<file path="src/rtl/lwsw_enc_pkg.sv">
// Shared constants, FSM state type and the alignment helper for the lwsw symbol encoder.
package lwsw_enc_pkg;

    localparam logic [1:0] KIND_LOAD  = 2'b01;
    localparam logic [1:0] KIND_STORE = 2'b10;
    localparam logic [7:0] SYM_IDLE   = 8'h00;

    localparam logic [1:0] SIZE_BYTE  = 2'b00;
    localparam logic [1:0] SIZE_HALF  = 2'b01;
    localparam logic [1:0] SIZE_WORD  = 2'b10;
    localparam logic [1:0] SIZE_DWORD = 2'b11;

    typedef enum logic [1:0] {
        IDLE   = 2'b00,
        ACTIVE = 2'b01,
        DRAIN  = 2'b10
    } state_e;

    // Natural alignment check on the low three address bits.
    function automatic logic misaligned(input logic [1:0] size, input logic [2:0] addr_lo);
        logic mis;
        case (size)
            SIZE_BYTE:  mis = 1'b0;
            SIZE_HALF:  mis = addr_lo[0];
            SIZE_WORD:  mis = |addr_lo[1:0];
            SIZE_DWORD: mis = |addr_lo;
            default:    mis = 1'b0;
        endcase
        return mis;
    endfunction

endpackage

</file>
<file path="src/rtl/lwsw_sym_fifo.sv">
// Two-write / one-read symbol FIFO; write port 0 lands ahead of write port 1.
// The caller guarantees writes never exceed the reported free space.
module lwsw_sym_fifo #(
    parameter int DEPTH = 8,
    parameter int LVL_W = $clog2(DEPTH + 1)
) (
    input  logic             clk,
    input  logic             reset,
    input  logic             wr0_en,
    input  logic [7:0]       wr0_data,
    input  logic             wr1_en,
    input  logic [7:0]       wr1_data,
    input  logic             rd_en,
    output logic [7:0]       rd_data,
    output logic [LVL_W-1:0] level,
    output logic [LVL_W-1:0] free
);

    localparam int PTR_W = $clog2(DEPTH);

    logic [7:0]       mem_q [DEPTH];
    logic [7:0]       mem_d [DEPTH];
    logic [PTR_W-1:0] wptr_q, wptr_d;
    logic [PTR_W-1:0] rptr_q, rptr_d;
    logic [LVL_W-1:0] level_q, level_d;

    always_comb begin
        mem_d  = mem_q;
        wptr_d = wptr_q + PTR_W'(wr0_en) + PTR_W'(wr1_en);
        rptr_d = rptr_q + PTR_W'(rd_en);
        level_d = level_q + LVL_W'(wr0_en) + LVL_W'(wr1_en) - LVL_W'(rd_en);
        if (wr0_en) begin
            mem_d[wptr_q] = wr0_data;
        end
        if (wr1_en) begin
            mem_d[wptr_q + PTR_W'(wr0_en)] = wr1_data;
        end
    end

    always_ff @(posedge clk) begin
        if (!reset) begin
            wptr_q  <= '0;
            rptr_q  <= '0;
            level_q <= '0;
        end else begin
            wptr_q  <= wptr_d;
            rptr_q  <= rptr_d;
            level_q <= level_d;
        end
    end

    always_ff @(posedge clk) begin
        mem_q <= mem_d;
    end

    assign rd_data = mem_q[rptr_q];
    assign level   = level_q;
    // A same-cycle pop frees its slot for this cycle's writes.
    assign free    = LVL_W'(DEPTH) - level_q + LVL_W'(rd_en);

endmodule

</file>
<file path="src/rtl/lwsw_symbol_encoder.sv">
// Encodes retired loads/stores into 8-bit monitor symbols and streams them one per cycle.
// Build option LWSW_IDLE_SYMBOL_EN: emit SYM_IDLE with run=1 while ACTIVE and the FIFO is empty.
module lwsw_symbol_encoder
    import lwsw_enc_pkg::*;
#(
    parameter int NR_PORTS = 2,
    parameter int DEPTH    = 8,
    parameter int LVL_W    = $clog2(DEPTH + 1)
) (
    input  logic                  clk,
    input  logic                  reset,
    input  logic                  enable,
    input  logic                  clear_ovf,
    input  logic [NR_PORTS-1:0]   cm_valid,
    input  logic [NR_PORTS-1:0]   cm_is_load,
    input  logic [NR_PORTS-1:0]   cm_is_store,
    input  logic [2*NR_PORTS-1:0] cm_size,
    input  logic [3*NR_PORTS-1:0] cm_addr_lo,
    input  logic [NR_PORTS-1:0]   cm_exc,
    output logic [7:0]            symbols,
    output logic                  run,
    output logic                  overflow,
    output logic [LVL_W-1:0]      fifo_level,
    output logic                  busy
);

    state_e           state_q, state_d;
    logic [1:0]       seq_q, seq_d;
    logic [7:0]       symbols_q, symbols_d;
    logic             run_q, run_d;
    logic             overflow_q, overflow_d;

    logic             write_ok;
    logic             pop;
    logic             drop;
    logic [1:0]       elig;
    logic [1:0]       acc;
    logic [7:0]       sym0, sym1;
    logic [7:0]       rd_data;
    logic [LVL_W-1:0] level, free, level_after_pop;

    always_comb begin
        write_ok = (state_q == ACTIVE) && enable;
        pop      = (level != '0) && (state_q != IDLE);
        for (int p = 0; p < 2; p++) begin
            elig[p] = write_ok && cm_valid[p] && (cm_is_load[p] ^ cm_is_store[p]);
        end
        acc[0] = elig[0] && (free != '0);
        acc[1] = elig[1] && (free > LVL_W'(acc[0]));
        drop   = |(elig & ~acc);

        // Port 1 is younger: it takes the next sequence number when port 0 also retires.
        sym0 = {(cm_is_load[0] ? KIND_LOAD : KIND_STORE), cm_size[1:0], cm_exc[0],
                misaligned(cm_size[1:0], cm_addr_lo[2:0]), seq_q};
        sym1 = {(cm_is_load[1] ? KIND_LOAD : KIND_STORE), cm_size[3:2], cm_exc[1],
                misaligned(cm_size[3:2], cm_addr_lo[5:3]), seq_q + 2'(elig[0])};
        seq_d = seq_q + 2'(elig[0]) + 2'(elig[1]);

        overflow_d = drop ? 1'b1 : (clear_ovf ? 1'b0 : overflow_q);

        symbols_d = symbols_q;
        run_d     = 1'b0;
        if (pop) begin
            symbols_d = rd_data;
            run_d     = 1'b1;
        end
`ifdef LWSW_IDLE_SYMBOL_EN
        else if (state_q == ACTIVE) begin
            symbols_d = SYM_IDLE;
            run_d     = 1'b1;
        end
`endif

        level_after_pop = level - LVL_W'(pop);
        state_d = state_q;
        case (state_q)
            IDLE: begin
                if (enable) state_d = ACTIVE;
            end
            ACTIVE: begin
                if (!enable) state_d = (level_after_pop != '0) ? DRAIN : IDLE;
            end
            DRAIN: begin
                if (enable) state_d = ACTIVE;
                else if (level_after_pop == '0) state_d = IDLE;
            end
            default: state_d = IDLE;
        endcase
    end

    always_ff @(posedge clk) begin
        if (!reset) begin
            state_q    <= IDLE;
            seq_q      <= 2'b00;
            symbols_q  <= 8'h00;
            run_q      <= 1'b0;
            overflow_q <= 1'b0;
        end else begin
            state_q    <= state_d;
            seq_q      <= seq_d;
            symbols_q  <= symbols_d;
            run_q      <= run_d;
            overflow_q <= overflow_d;
        end
    end

    lwsw_sym_fifo #(
        .DEPTH (DEPTH),
        .LVL_W (LVL_W)
    ) u_fifo (
        .clk      (clk),
        .reset    (reset),
        .wr0_en   (acc[0]),
        .wr0_data (sym0),
        .wr1_en   (acc[1]),
        .wr1_data (sym1),
        .rd_en    (pop),
        .rd_data  (rd_data),
        .level    (level),
        .free     (free)
    );

    assign symbols    = symbols_q;
    assign run        = run_q;
    assign overflow   = overflow_q;
    assign fifo_level = level;
    assign busy       = (state_q != IDLE);

endmodule
</file>
<file path="config.mk">
export PLATFORM = sky130hd
export DESIGN_NAME = lwsw_symbol_encoder
export DESIGN_NICKNAME = d
export VERILOG_FILES = /design/src/rtl/lwsw_enc_pkg.sv /design/src/rtl/lwsw_sym_fifo.sv /design/src/rtl/lwsw_symbol_encoder.sv
export SDC_FILE = /design/constraint.sdc
export NUM_CORES = 1
export LEC_CHECK = 0
export CAP_MARGIN = 20
export CORE_ASPECT_RATIO = 0.5
export CORE_UTILIZATION = 25
export CTS_CLUSTER_DIAMETER = 50
export DETAILED_ROUTE_END_ITERATION = 7
export PLACE_DENSITY = 0.4
export SYNTH_ARGS = -nofsm -noshare
export SYNTH_HDL_FRONTEND = slang
export SYNTH_SLANG_ARGS = --single-unit
</file>
<file path="constraint.sdc">
create_clock -name clk -period 4.62 [get_ports clk]
set_input_delay 0.462 -clock clk [delete_from_list [all_inputs] [get_ports clk]]
set_output_delay 0.462 -clock clk [all_outputs]
set_load 0.03 [all_outputs]
</file>
After elaboration in Yosys (flattened, before gate mapping)
Cells that the tools add are included.
Widths: inputs -> output; s select.
Storage, ports and cells
  register bits after elaboration: 88
  bits of input ports: 22
  logic and storage cells: 100
Operators by class
  add/sub/neg operators: 11
  order comparisons: 6
  equal/unequal tests: 11
  muxes and demuxes: 24
  bitwise logic cells: 7
  reduce and logical (&&, ||, !) cells: 25
Operator list (count)
  $bwmux 64: 2
  $mux 64: 2
  $demux 8 s3: 2
  $mux 8: 4
  $bmux 8 s3: 1
  $mux 2: 7
  $add 4x1->4: 3
  $ge 4x4->1 const B: 3
  $not 3->4: 3
  $reduce_bool 4->1: 3
  $eq 2x2->1 const B: 5
  $logic_and 1x1->1: 10
  $add 3x1->3: 3
  $lt 4x1->1 const B: 2
  $pmux 1 s4: 2
  $sub 4x1->4: 2
  $eq 2x1->1 const B: 3
  $logic_not 2->1: 3
  $pmux 2 s3: 1
  $reduce_or 2->1: 3
  $reduce_or 3->1: 2
  $add 2x1->2: 2
  $gt 4x1->1: 1
  $logic_not 4->1: 1
  9 further kinds: 14

Logic depth before layout (Yosys ltp)
  depth in word-level cells: 13
  depth in mapped cells: 23

Hierarchy
Synthesis repeated with hierarchy kept, for this count alone.
Unflattened totals
  cell total of the unflattened synthesis: 474
  area total of the unflattened synthesis: 4615.7 µm²
By module, submodules not included
  lwsw_sym_fifo: instances 1, cells each 397, area an instance 3891.2 µm², sequential area each 1481.4 µm²
  lwsw_symbol_encoder: instances 1, cells each 77, area an instance 724.4 µm², sequential area each 280.3 µm²

Worst setup path after synthesis
OpenSTA, ideal clock, no wires.
  path kind: reg2reg
  start: reg u_fifo.level_q[3], in the netlist u_fifo.level[3]
  end: reg u_fifo.level_q[2], in the netlist u_fifo.level[2]
  library setup time: 0.115 ns
  arrival time: 5.131 ns
  data required time: 4.505 ns
  slack: -0.625 ns
  stages on the path, launching flop included: 23
  path buffers: 2
  period minus slack after synthesis: 5.245 ns
  cell sequence: dfxtp_1 -> inv_1 -> ha_1 -> a31oi_1 -> clkbuf_1 -> inv_1 -> ha_1 -> inv_1 -> ha_1 -> nor3b_4 -> a21oi_2 -> ha_1 -> nor2_1 -> or3_1 -> buf_6 -> o21ai_4 -> ha_1 -> inv_1 -> fa_1 -> inv_1 -> fa_1 -> xor2_1 -> and2_1
On the way
  word-level cells in the longest chain between the ends: 9
Ends and longest elaborated chain
  start, declared: RTL line lwsw_sym_fifo.sv:25  | logic [LVL_W-1:0] level_q, level_d;
  start signal, assigned: RTL line lwsw_sym_fifo.sv:48  | level_q <= level_d;
  $reduce_bool 4->1 (*): RTL line lwsw_symbol_encoder.sv:44  | pop = (level != '0) && (state_q != IDLE);
  $logic_and 1x1->1 (*): RTL line lwsw_symbol_encoder.sv:44
  via pop: RTL line lwsw_symbol_encoder.sv:34  | logic pop;
  $add 4x1->4: RTL line lwsw_sym_fifo.sv:59  | assign free = LVL_W'(DEPTH) - level_q + LVL_W'(rd_en);
  $reduce_bool 4->1: RTL line lwsw_symbol_encoder.sv:48  | acc[0] = elig[0] && (free != '0);
  $logic_and 1x1->1: RTL line lwsw_symbol_encoder.sv:48
  $gt 4x1->1: RTL line lwsw_symbol_encoder.sv:49  | acc[1] = elig[1] && (free > LVL_W'(acc[0]));
  $logic_and 1x1->1: RTL line lwsw_symbol_encoder.sv:49
  $add 4x1->4: RTL line lwsw_sym_fifo.sv:31  | level_d = level_q + LVL_W'(wr0_en) + LVL_W'(wr1_en) - LVL_W'(rd_en);
  $sub 4x1->4 (*): RTL line lwsw_sym_fifo.sv:31
The timed path passes the listed nets; every way through them passes the cells marked *.
A chain may end at the register's enable or synchronous reset.

Final worst setup path
  start: reg u_fifo.level_q[3], in the netlist u_fifo.level[3]
  end: reg u_fifo.level_q[2], in the netlist u_fifo.level[2]
On the way
  word-level cells in the longest chain between the ends: 9
Ends and longest elaborated chain (RTL line)
  parallel branches: the longest is 8 deep, another holds $sub 4x4->4
  $sub 4x1->4 (*): lwsw_sym_fifo.sv:31
Every way passes the cells marked *.

==> key figures <==
Floorplanning
  • CORE AREA: roughly 19000 um^2
  • Std cell rows: 35
  • Die height: 101 um
  • I/O pin total: 37
  • Die ar.: around 20000 um^2
  • Initial Utilization: 0.260
  • Die width: 199 um

Logic synthesis
  • Mapped Nets: between 500 and 600
  • Asr flop ratio synth: 0
  • Synth cell types: 60
  • Main synth FF type: dfxtp_1
  • Synth top area cells: dfxtp_1 (36%), mux2i_1 (14%), mux4_2 (7.4%), ha_1 (4.6%), a21oi_1 (4.1%)
  • Sequential share of the synthesized area: 0.362
  • Post-synth EDFFs: 0
  • Cells after Synth: 477
  • Synthesized area per cell: 10.2 um^2
  • Yosys reg bits: 88
  • Leading cell types by count after synthesis: dfxtp_1 (88), mux2i_1 (68), a21oi_1 (40)
  • Post-Syn Area: 4870 um^2
  • Yosys top cell by area: dfxtp_1
  • Ys Warns: 0
  • Share of the synthesized area in the top cell type: 0.362
  • Most common cell in the netlist: dfxtp_1

Final layout
  • Layout cell share with drive strength beyond 1: 0.166
  • Fin nets: 554
  • Antenna fix cells: 0
  • Fill cells: 1979
  • Non-Filler Instances: 776
  • Final Cell Area: between 5000 and 6000 um^2
  • Layout area overhead: 21.2%
  • Final design utilization: 0.315

Clocking
  • Clk root buf: clkbuf_16
  • Worst-path clk slew: about 0.070 ns
  • # hold bufs at CTS: 0
  • H-tree levels: 3
  • Worst skew pair latency: around 0.35 ns
  • CTS buffer count: 9
  • CTS Sinks: 88
  • Clock Path Buffers: 2
  • TritonCTS clock tree: built

Power and ir drop
  • Power Total: 2.81 mW
  • Leakage: 2.34 nW
  • Internal power: 1.78 mW
  • VDD IR max: 0.181 mV
  • Switching pwr: between 1 and 1.5 mW
  • Sequential power share: 0.345
  • Switching Fraction: 0.368
  • Logic gate share of total power: 0.380
  • Cell Pwr Density: 477 nW/um^2
  • Clock share of power: 0.275

Routing
  • Drt total wl: approximately 14000 um
  • DRT antenna net count: 0
  • DRC Markers: 0
  • First-pass iteration count of the detailed router: 4
  • Vias per std cell: 4.60
  • Wire length per cell: roughly 18 um
  • DR iter-0 viols: 123
  • Routed vias: approximately 3600

Timing
  • RSZ-0062 raised after global routing: no
  • Slew headroom: 0.387
  • Slew Viols, Final: 0
  • Final setup viols: 0
  • Hold Slack: 0.496 ns
  • Fin Clk Skew: 0.0133 ns
  • Fin worst setup slack: 0.334 ns
  • Hold Vio Cnt, Final: 0
  • Least-Margin Pin Slew: ~0.92 ns
  • Crit share post-route: 0.928
  • Min Tclk post-route: approximately 4.3 ns
  • Max Clock Freq: 233 MHz
  • Setup TNS: 0 ns

GRT
  • Largest net degree at the start of global routing: 25
  • First-pass GRT wire length: ~22000 um
  • Antenna violations before repair: 0
  • Vias in the first global route: 3572
  • GR Util All Layers: 0.148
  • Gr ovfl total: 0

Placement
  • PortBufs: 36
  • RePlAce Congestion: a little over 0.8
  • Post-DP HPWL: roughly 9600 um
  • Post-place setup slack: around 0.22 ns
  • Dpl cell area: between 5000 and 6000 um^2
  • Placed cells: 760

Worst setup path
  • Critical Path Sink Type: register
  • Worst Path Arrival: 4.52 ns
  • Critical path startpoint category: register
  • Required time worst endpoint: between 4 and 5 ns
  • CP Class: reg -> reg
  • CP Max Fanout: 5

Run status
  • Status: complete, no violations

Flow run
  • Max-Cap Viols: 0

Min path
  • Tightest Hold Check Type: reg -> reg
-- cell usage in the layout, fill, tap and decap left out, types with 3 or more instances in the layout --
master	count
nor3_1	4
o21a_1	3
mux2_4	3
dfxtp_1	85
clkbuf_16	9
xnor2_4	3
buf_4	19
o21ai_0	17
mux2i_1	68
o211a_1	8
a21oi_1	40
clkdlybuf4s50_1	36
o21ai_1	6
and2_1	13
nand2_1	30
mux4_2	16
xor2_1	6
xnor2_1	5
o2111ai_2	3
nand2b_1	6
ha_1	18
inv_1	16
nor2b_1	5
o211ai_1	4
nor2_1	37
-- cell type report --
type,instances,area [um^2],area share
multi-input combinational,340,2930,0.497
sequential,88,1770,0.300
timing repair buffer,55,503,0.0853
tap,259,324,0.0549
clock buffer,10,229,0.0388
clock inverter,6,75.1,0.0127
inverter,18,67.6,0.0115
-- power groups by stage --
stage,Clock (mW),Combinational (mW),Sequential (mW)
detailed placement,0,1.06,0.989
finish,0.773,1.07,0.970
global placement,0,1.07,0.991
floorplan,0,0.756,1.02
global route,0.845,1.18,0.995
CTS,0.808,1.07,0.973
-- metal layers --
| layer | vias to the layer above | track usage | routed length (um) |
|---|---|---|---|
| li1 | 1787 | - | - |
| met1 | 1730 | 0.200 | 6910 |
| met2 | 38 | 0.231 | 6200 |
| met3 | 13 | 0.0335 | 360 |
| met4 | 0 | 0.0521 | 247 |
| met5 | - | 0 | 0 |
-- flip-flops by register name, summed over array words and instances (netlist names) --
register       cells
u_fifo.rptr_q      3
run                1
u_fifo.wptr_q      3
seq_q              2
u_fifo.level       4
u_fifo.mem_q      64
symbols            8
state_q            2
overflow           1
-- kinds of logic (layout without fill, tap and decap cells) --
kind of cell / Yosys count / count (layout) / share of synthesized area
buffers and inverters: 49 / 89 / 0.0434
AND/OR/NAND/NOR: 114 / 114 / 0.124
flip-flops: 88 / 88 / 0.362
XOR/XNOR: 15 / 15 / 0.0378
multiplexers: 88 / 88 / 0.225
adder cells (fa/ha/maj): 20 / 20 / 0.0545
AO/OA/AOI/OAI: 103 / 103 / 0.153
-- timing repair --
action,CTS,global route
gates resized for setup,0,1
buffers inserted,0,0
setup endpoints to repair,0,2
-- worst paths after layout --
kind | slack [ns] | end | cells past startpoint | startpoint
max | 0.33 | u_fifo.level[2] | 21 | u_fifo.level[3]
min | 0.50 | state_q[0] | 1 | state_q[1]
max reg2reg | 0.33 | u_fifo.level[2] | 21 | u_fifo.level[3]
min reg2reg | 0.50 | state_q[0] | 1 | state_q[1]
-- critical path, stage by stage, from the launching register on --
cell,delay [ns]
dfxtp_4,0.38
inv_2,0.08
ha_1,0.22
a31oi_4,0.18
inv_1,0.06
ha_1,0.19
inv_1,0.06
ha_1,0.17
xnor2_2,0.12
nor3b_4,0.23
a21oi_2,0.09
ha_1,0.29
nor2_1,0.05
or3_1,0.49
o21ai_4,0.29
ha_1,0.28
inv_1,0.07
fa_1,0.18
inv_1,0.05
fa_1,0.37
xor2_1,0.17
and2_1,0.15
(Power assumes the default switching activity.)
